$ cat src/rtl/display_scan_ctrl.sv
// ---------------------------------------------------------------------------
// display_scan_ctrl
//
// Time-multiplexed scan controller for an N-digit 7-segment panel. Each
// digit gets a slot of SCAN_DIV clock cycles. The first GUARD cycles of every
// slot keep all digits dark, so the previous digit's segments cannot ghost
// onto the next one. Digits come from one of NUM_PAGES pages of BCD data.
// The page is latched only at frame boundaries, which prevents tearing
// between pages. Per-digit blank and blink masks suppress individual digits.
//
// Ports:
//   clk_in      - system clock
//   rst         - synchronous active-high reset
//   digits_in   - BCD digits, page p / digit d at [(p*NUM_DIGITS+d)*4 +: 4]
//   page_sel    - requested page (out-of-range values fall back to page 0)
//   blank_mask  - 1 = digit always dark
//   blink_mask  - 1 = digit blinks while blink_en is high
//   blink_en    - global blink enable
//   seg_out     - segments {g,f,e,d,c,b,a}, active-low
//   dig_sel     - digit enables, active-low one-hot (all ones = off)
//   frame_start - one-cycle pulse when digit 0's slot begins
//   blink_phase - 1 = blinking digits currently hidden
// ---------------------------------------------------------------------------
module display_scan_ctrl #(
    parameter int NUM_DIGITS = 8,
    parameter int NUM_PAGES  = 2,
    parameter int SCAN_DIV   = 1000,
    parameter int GUARD      = 1,
    parameter int BLINK_DIV  = 500000,
    parameter int PW         = (NUM_PAGES > 1) ? $clog2(NUM_PAGES) : 1
) (
    input  logic                              clk_in,
    input  logic                              rst,
    input  logic [NUM_PAGES*NUM_DIGITS*4-1:0] digits_in,
    input  logic [PW-1:0]                     page_sel,
    input  logic [NUM_DIGITS-1:0]             blank_mask,
    input  logic [NUM_DIGITS-1:0]             blink_mask,
    input  logic                              blink_en,
    output logic [6:0]                        seg_out,
    output logic [NUM_DIGITS-1:0]             dig_sel,
    output logic                              frame_start,
    output logic                              blink_phase
);

    localparam int SW = (SCAN_DIV > 1) ? $clog2(SCAN_DIV) : 1;
    localparam int BW = (BLINK_DIV > 1) ? $clog2(BLINK_DIV) : 1;
    localparam int DW = $clog2(NUM_DIGITS);

    logic [SW-1:0] scan_cnt;
    logic [DW-1:0] dig_idx;
    logic [PW-1:0] page_lat;
    logic [BW-1:0] blink_cnt;

    logic       scan_wrap;
    logic       last_digit;
    logic       frame_wrap;
    logic       blink_wrap;
    logic       page_ok;
    logic       in_guard;
    logic       suppress;
    logic [3:0] cur_digit;
    logic [6:0] cur_seg;

    assign scan_wrap  = (scan_cnt == SW'(SCAN_DIV - 1));
    assign last_digit = (dig_idx == DW'(NUM_DIGITS - 1));
    assign frame_wrap = scan_wrap && last_digit;
    assign blink_wrap = (blink_cnt == BW'(BLINK_DIV - 1));

    // The extra leading bit lets the compare represent NUM_PAGES itself,
    // even when NUM_PAGES is a power of two.
    assign page_ok = ({1'b0, page_sel} < (PW + 1)'(NUM_PAGES));

    // A zero-length guard would make the compare constant, so it is split out.
    if (GUARD == 0) begin : g_no_guard
        assign in_guard = 1'b0;
    end else begin : g_guard
        assign in_guard = (scan_cnt < SW'(GUARD));
    end

    // Blank has priority. Blink hides a digit only in the hidden phase.
    assign suppress = blank_mask[dig_idx] ||
                      (blink_en && blink_mask[dig_idx] && blink_phase);

    // Select the nibble for the current page and digit from the flat bus.
    always_comb begin
        cur_digit = 4'h0;
        for (int p = 0; p < NUM_PAGES; p++) begin
            for (int d = 0; d < NUM_DIGITS; d++) begin
                if (page_lat == PW'(p) && dig_idx == DW'(d)) begin
                    cur_digit = digits_in[(p*NUM_DIGITS + d)*4 +: 4];
                end
            end
        end
    end

    // Active-low decode. 4'hF draws a dash; A..E are treated as blank.
    always_comb begin
        cur_seg = 7'h7F;
        case (cur_digit)
            4'h0:    cur_seg = 7'h40;
            4'h1:    cur_seg = 7'h79;
            4'h2:    cur_seg = 7'h24;
            4'h3:    cur_seg = 7'h30;
            4'h4:    cur_seg = 7'h19;
            4'h5:    cur_seg = 7'h12;
            4'h6:    cur_seg = 7'h02;
            4'h7:    cur_seg = 7'h78;
            4'h8:    cur_seg = 7'h00;
            4'h9:    cur_seg = 7'h10;
            4'hF:    cur_seg = 7'h3F;
            default: cur_seg = 7'h7F;
        endcase
    end

    always_ff @(posedge clk_in) begin
        if (rst) begin
            scan_cnt    <= '0;
            dig_idx     <= '0;
            page_lat    <= '0;
            blink_cnt   <= '0;
            blink_phase <= 1'b0;
            seg_out     <= 7'h7F;
            dig_sel     <= '1;
            frame_start <= 1'b0;
        end else begin
            scan_cnt <= scan_wrap ? '0 : scan_cnt + SW'(1);

            if (scan_wrap) begin
                dig_idx <= last_digit ? '0 : dig_idx + DW'(1);
            end

            // The page is captured only when the scan returns to digit 0,
            // so a whole frame always shows a single page.
            if (frame_wrap) begin
                page_lat <= page_ok ? page_sel : '0;
            end
            frame_start <= frame_wrap;

            if (!blink_en) begin
                blink_cnt   <= '0;
                blink_phase <= 1'b0;
            end else if (blink_wrap) begin
                blink_cnt   <= '0;
                blink_phase <= ~blink_phase;
            end else begin
                blink_cnt <= blink_cnt + BW'(1);
            end

            if (in_guard) begin
                dig_sel <= '1;
                seg_out <= 7'h7F;
            end else begin
                dig_sel <= ~(NUM_DIGITS'(1) << dig_idx);
                seg_out <= suppress ? 7'h7F : cur_seg;
            end
        end
    end

endmodule

$ cat config.mk
export PLATFORM = sky130hd
export DESIGN_NAME = display_scan_ctrl
export DESIGN_NICKNAME = d
export VERILOG_FILES = /design/src/rtl/display_scan_ctrl.sv
export SDC_FILE = /design/constraint.sdc
export NUM_CORES = 1
export LEC_CHECK = 0
export CAP_MARGIN = 40
export CORE_MARGIN = 2
export CORE_UTILIZATION = 52
export CTS_BUF_LIST = sky130_fd_sc_hd__clkbuf_4
export DETAILED_ROUTE_END_ITERATION = 16
export GPL_ROUTABILITY_DRIVEN = 0
export HOLD_SLACK_MARGIN = 0.03
export PLACE_DENSITY = 0.93
export SETUP_SLACK_MARGIN = 0.3
export SLEW_MARGIN = 20
export SYNTH_ARGS = -nofsm -noshare
export SYNTH_HDL_FRONTEND = slang
export SYNTH_SLANG_ARGS = --single-unit
$ cat constraint.sdc
create_clock -name clk_in -period 7.7 [get_ports clk_in]
set_clock_uncertainty 0.15 [all_clocks]
set_input_delay 1.54 -clock clk_in [delete_from_list [all_inputs] [get_ports clk_in]]
set_output_delay 1.54 -clock clk_in [all_outputs]
set_load 0.03 [all_outputs]
==> run summary, run 1 <==
Final instance area: 0.004288 mm2
Endpoints failing setup: 0
Max_cap viols: 0
Post CTS Setup Buffer Count: 0
Via density: 5.909
Worst-margin pin slew: 0.8320 ns
Synth Area in Compound Gates: 21.79%
Layout Nets: 570
DR iter-0 viols: 300
Hold_sp: blink_cnt[0]$_SDFF_PP0_
VDD IR max: 111.8 uV
CP arrival: 3.89 ns
Hold slack: 0.3238 ns
GRT Total Usage: 26.95%
Crit end category: flip-flop
Critical Path Max Stage Delay: 0.59 ns
Port Buffers: 100
R2R setup slack: 4.02 ns
DP Area: 0.004172 mm2
Average cell area after synthesis: 8.240 um2
Area of the die: 0.006842 mm2
CTS root buf: clkbuf_4
RSZ-0062 raised after global routing: false
Max Transition Viols Final: 0
Ys async rst share: 0%
Total core area: 0.005956 mm2
Global-route wire length before repair: 14300 um
R2R Path Start: dig_idx[2]$_SDFFE_PP0N_
Clock buffer depth: 2
Worst Hold Depth: 1
Crit path kind: in -> reg
Setup TNS: 0 ns
Area growth syn-to-layout: 33.09%
Reg clk slew, reported paths: 0.14 ns
Initial Util: 54.10%
Pleak: 1.543 nW
Register area share after synthesis: 31.07%
Most frequent cells in the layout: 100 x clkdlybuf4s50_1, 51 x nor2_1, 50 x dfxtp_1
Critical R2R Capture: seg_out[6]$_SDFF_PP1_
Worst EP required: 7.81 ns
Switch Pwr: 112.3 uW
Post-synth EDFFs: 0
Post-Synthesis Cells: 391
Xor/xnor cell area share of the yosys netlist: 7.068%
Post-route ant nets: 0
Achievable frequency: 264.6 MHz
Mux contribution to synthesized area: 3.417%
Storage element area: 0.001001 mm2
WL final: 8704 um
Gr ovfl total: 0
TritonCTS clock tree: built
Int Pwr: 416.6 uW
Chip Height: 82.72 um
Outcome: finished clean
Final worst slack: 3.920 ns
Adder-cell share of the synthesized area: 3.883%
Hold Path Sink: blink_cnt[0]$_SDFF_PP0_
Io pins: 101
Worst r2r path cells: 10
Startpoint Class: input pin
Num Clock Sinks: 50
Commonest non-fill, non-tap cell in the layout: clkdlybuf4s50_1
Net count after synthesis: 485
Clk network pwr share: 34.1%
Area of the multi-input gates: 0.001982 mm2
DR DRC count: 0
Crit path time final: 3.780 ns
Site Rows: 28
Crit-path cells: clkdlybuf4s50_1 > a31oi_1 > nand3_1 > a31oi_1 > inv_1 > or3_1
Post-Place Setup Slack: 3.581 ns
Comb pwr share: 15.8%
Ant. Diodes: 0
Hold Violations, Final: 0
Initial antenna violation count: 0
Num CTS Buffers: 5
Worst-Skew Late Latency: 0.36 ns
Drt first pass iters: 6
Power density over the cells: 123.3 mW/mm2
Cell mode on critical path: a31oi_1
Slowest CP cell: clkdlybuf4s50_1
Wire length per cell: 15.77 um
Crit-path max FO: 11
Vias in the first global route: 3115
Mapped Area: 0.003222 mm2
Chip width: 82.72 um
Main synth FF type: dfxtp_1
Post-synthesis simple-gate area fraction: 25.36%
Via count: 3262
Largest family of logic cells by synthesized area: simple AND/OR/NAND/NOR gates
Distinct cell type count of the synthesized netlist: 65
H-tree depth: 2
Pin count of the biggest net entering global routing: 36
Yosys warns: 0
Post-synthesis register bit count: 50
DPL Wire Length: 6555 um
Tot Pwr: 528.9 uW
Fillers: 454
Worst Hold Class: reg -> reg
CTS hold repair buffers: 0
Final Cycle Share: 49.09%
Seq pwr share: 50.1%
Sw Share: 21.23%
Share of cells above drive strength 1: 6.499%
Post-CTS sizing: 0
Slew HR: 44.46%
## Yosys cell counts (all sizes together), types with 4 or more instances
library cell	count	share of area, %
xor2	14	3.8
inv	16	1.9
ha	10	3.9
and3	4	0.78
a21oi	20	3.1
nand3	21	3.3
mux4	4	2.8
o2111ai	4	1.1
nor2b	7	1.4
dfxtp	50	31
buf	18	4.5
a31oi	7	1.4
clkbuf	8	0.93
a221oi	7	3.0
o221ai	4	1.3
xnor2	12	3.3
o21ai	19	3.1
nand2	33	3.9
nand2b	11	2.1
and2	4	0.78
nor2	51	5.9
a21o	4	0.93
nand4	7	1.4
nor4b	4	1.1
nand3b	5	1.2
## power by group through the flow
stage	Combinational (mW)	Sequential, mW	Clock (mW)
floorplan	0.0265	0.274	0
global placement	0.0806	0.270	0
detailed placement	0.0830	0.271	0
CTS	0.0835	0.265	0.181
global route	0.0904	0.265	0.190
finish	0.0835	0.265	0.181
## through the flow
step / std cells / util (%)
global route: 552 / 72.00
global placement: 542 / 69.79
CTS: 551 / 71.74
floorplan: 391 / -
detailed placement: 543 / 70.04
finish: 552 / 72.00
## cell families (layout without fill, tap and decap cells)
kind of cell | Yosys count | after routing
buffers and inverters | 43 | 129
AND/OR/NAND/NOR | 163 | 163
adder cells (fa/ha/maj) | 10 | 10
AO/OA/AOI/OAI | 93 | 93
multiplexers | 6 | 6
flip-flops | 50 | 50
XOR/XNOR | 26 | 26
## final cells by class
class | instances | area share, %
sequential | 50 | 23.34
tap | 75 | 2.189
inverter | 17 | 1.488
clock buffer | 5 | 0.8754
multi-input combinational | 298 | 46.22
clock inverter | 3 | 1.488
timing repair buffer | 104 | 24.39
## sequential cells by signal (all words and copies together), names as in the netlist
name	cells
frame_start	1
page_lat	1
seg_out	7
dig_idx	3
blink_cnt	19
dig_sel	8
blink_phase	1
scan_cnt	10
## worst max-delay path, delay by kind of cell
kind                   cells  cell delay [ns]
AO/OA/AOI/OAI              2             1.11
buffers and inverters      2             0.72
AND/OR/NAND/NOR            2             0.52
## routing by layer
| layer | track usage (%) | share of wire, % | up-vias | wire, um |
|---|---|---|---|---|
| li1 | - | - | 1563 | - |
| met1 | 35.12 | 42 | 1520 | 3636 |
| met2 | 44.44 | 47 | 150 | 4083 |
| met3 | 4.783 | 8.2 | 29 | 711 |
| met4 | 10.16 | 3.1 | 0 | 272 |
| met5 | 0 | 0 | - | 0 |
## worst max path at each step
stage,start,end,slack [ns],cells past startpoint
floorplan,digits_in[45],seg_out[5]$_SDFF_PP1_,4.35,8
global placement,rst,seg_out[4]$_SDFF_PP1_,3.74,6
detailed placement,rst,seg_out[4]$_SDFF_PP1_,3.58,6
CTS,rst,seg_out[4]$_SDFF_PP1_,3.97,6
global route,rst,seg_out[6]$_SDFF_PP1_,3.65,7
finish,rst,seg_out[4]$_SDFF_PP1_,3.92,6
(Power assumes the default switching activity.)
==> run 2, diff against run 1 <==
--- a/config.mk
+++ b/config.mk
@@ -7,12 +7,12 @@
 export LEC_CHECK = 0
 export CAP_MARGIN = 40
 export CORE_MARGIN = 2
-export CORE_UTILIZATION = 52
+export CORE_UTILIZATION = 48
 export CTS_BUF_LIST = sky130_fd_sc_hd__clkbuf_4
 export DETAILED_ROUTE_END_ITERATION = 16
 export GPL_ROUTABILITY_DRIVEN = 0
 export HOLD_SLACK_MARGIN = 0.03
-export PLACE_DENSITY = 0.93
+export PLACE_DENSITY = 0.87
 export SETUP_SLACK_MARGIN = 0.3
 export SLEW_MARGIN = 20
 export SYNTH_ARGS = -nofsm -noshare
==> constraint.sdc (replaced) <==
create_clock -name clk_in -period 3.53 [get_ports clk_in]
set_clock_uncertainty 0.15 [all_clocks]
set_input_delay 0.706 -clock clk_in [delete_from_list [all_inputs] [get_ports clk_in]]
set_output_delay 0.706 -clock clk_in [all_outputs]
set_load 0.03 [all_outputs]
==> run 2 against run 1 <==
Die area rose by 7.9%. Sequential share of layout area barely moved. Core utilization fell by 5.0 points. Sequential power rose by 120%. Critical path depth rose by 6. Total power rose by 96%. Combinational power rose by 130%. Via count rose by 1.4%. First-iteration DRC count fell by 21%. Global-route usage fell by 2.7 points. Critical path type is now reg -> reg.
==> run summary, run 2 (synthesis results as in run 1) <==
TritonCTS clock tree: built
Initial antenna violation count: 0
Storage element area: 0.001002 mm2
Max Transition Viols Final: 0
Int Pwr: 772.8 uW
Total core area: 0.006422 mm2
Startpoint Class: flip-flop
Met3 WL: 613 um
Ant. Diodes: 0
Comb pwr share: 18.4%
Largest regs: blink_cnt: 19 flops, scan_cnt: 10 flops, dig_sel: 8 flops
Most frequent cells in the layout: 100 x clkdlybuf4s50_1, 51 x nor2_1, 49 x dfxtp_1
Register name with the most flops: blink_cnt
Global-route wire length before repair: 14310 um
Crit path from: dig_idx[1]$_SDFFE_PP0N_
Outcome: finished clean
Worst-Skew Late Latency: 0.38 ns
Share of cells above drive strength 1: 9.072%
Final instance area: 0.004302 mm2
Io pins: 101
Chip Height: 85.93 um
Endpoints failing setup: 0
Pleak: 1.553 nW
Achievable frequency: 327.6 MHz
Vias in the first global route: 3070
H-tree depth: 2
Layout Nets: 578
Crit-path max FO: 18
Seq pwr share: 55.7%
Clk network pwr share: 25.9%
Worst EP required: 3.68 ns
DR top layer: met4
Fillers: 503
Area growth syn-to-layout: 33.51%
VDD IR max: 159.8 uV
Crit path kind: reg -> reg
Num Clock Sinks: 50
Drt first pass iters: 5
Via count: 3308
Crit end category: flip-flop
Initial Util: 50.17%
Max_cap viols: 0
Slew HR: 55.05%
Area of the multi-input gates: 0.001989 mm2
Hold Violations, Final: 0
Setup TNS: 0 ns
Num CTS Buffers: 5
Worst setup path end: seg_out[6]$_SDFF_PP1_
Final worst slack: 0.4776 ns
R2R setup slack: 0.48 ns
Wire length per cell: 15.60 um
Via density: 5.886
Site Rows: 29
Worst-margin pin slew: 0.6743 ns
Power density over the cells: 241.0 mW/mm2
R2R Path Start: dig_idx[1]$_SDFFE_PP0N_
Worst r2r path cells: 12
RSZ-0062 raised after global routing: true
Switch Pwr: 264.0 uW
DP Area: 0.004234 mm2
Pin count of the biggest net entering global routing: 36
DR iter-0 viols: 236
Crit path time final: 3.052 ns
CP arrival: 3.21 ns
Max FFs per register: 19
WL final: 8769 um
Critical R2R Capture: seg_out[6]$_SDFF_PP1_
Wire length on met2: 4241 um
Reg clk slew, reported paths: 0.15 ns
Gr ovfl total: 0
GRT Total Usage: 24.22%
DPL Wire Length: 6770 um
Post-Place Setup Slack: 0.3839 ns
Chip width: 85.93 um
Clock buffer depth: 2
Sw Share: 25.46%
Area of the die: 0.007383 mm2
Commonest non-fill, non-tap cell in the layout: clkdlybuf4s50_1
Worst Hold Class: reg -> reg
Final Cycle Share: 86.47%
Post-route ant nets: 0
CTS root buf: clkbuf_4
DRT met1 WL: 3745 um
DR DRC count: 0
Port Buffers: 100
## run 2: final cells by class
class	count	area share, %
clock buffer	5	0.8726
clock inverter	3	0.4945
inverter	17	1.483
multi-input combinational	298	46.25
sequential	50	23.30
tap	77	2.240
timing repair buffer	112	25.36
## run 2: timing repair
action | CTS | global route
hold buffers | 0 | 0
hold endpoints to repair | 0 | 0
buffers inserted | 0 | 0
gates resized for setup | 0 | 4
endpoints found under the setup margin | 0 | 7
## run 2: per-layer routing
layer | GRT usage, % | vias to the layer above
li1 | - | 1580
met1 | 31.54 | 1534
met2 | 40.73 | 174
met3 | 5.101 | 20
met4 | 6.349 | 0
met5 | 0 | -
## run 2: worst min path at each step
stage,startpoint,endpoint,slack (ns),depth (start not counted)
final,blink_cnt[0]$_SDFF_PP0_,blink_cnt[0]$_SDFF_PP0_,0.33,1
after global routing,blink_cnt[0]$_SDFF_PP0_,blink_cnt[0]$_SDFF_PP0_,0.36,1
after CTS,blink_cnt[0]$_SDFF_PP0_,blink_cnt[0]$_SDFF_PP0_,0.33,1
after detailed placement,blink_cnt[0]$_SDFF_PP0_,blink_cnt[0]$_SDFF_PP0_,0.29,1
after global placement,scan_cnt[0]$_SDFF_PP0_,scan_cnt[0]$_SDFF_PP0_,0.29,1
after floorplan,scan_cnt[0]$_SDFF_PP0_,scan_cnt[0]$_SDFF_PP0_,0.28,1
## run 2: through the flow
| step | util, % | cells | hold WS, ns | power [mW] |
|---|---|---|---|---|
| after global routing | 66.98 | 562 | 0.3602 | 1.084 |
| after CTS | 66.84 | 562 | 0.3264 | 1.041 |
| after global placement | 65.93 | 554 | 0.2891 | 0.7750 |
| after floorplan | - | 391 | 0.2758 | 0.6563 |
| after detailed placement | 65.93 | 554 | 0.2939 | 0.7784 |
| final | 66.98 | 562 | 0.3267 | 1.037 |
## run 2: worst max-delay path, cell delays in order (launching register included)
cell	delay, ns
dfxtp_2	0.43
inv_1	0.08
ha_2	0.26
buf_4	0.22
buf_4	0.17
nand3b_1	0.15
a21oi_1	0.14
a21oi_1	0.07
o311ai_2	0.44
a22o_1	0.25
ha_1	0.16
and3b_4	0.20
a221oi_2	0.25
## run 2: power groups by stage
stage | sequential [mW] | combinational (mW) | clock (mW)
after floorplan | 0.599 | 0.0578 | 0
after global placement | 0.590 | 0.185 | 0
after detailed placement | 0.590 | 0.188 | 0
after CTS | 0.578 | 0.189 | 0.274
after global routing | 0.579 | 0.204 | 0.301
final | 0.578 | 0.190 | 0.269
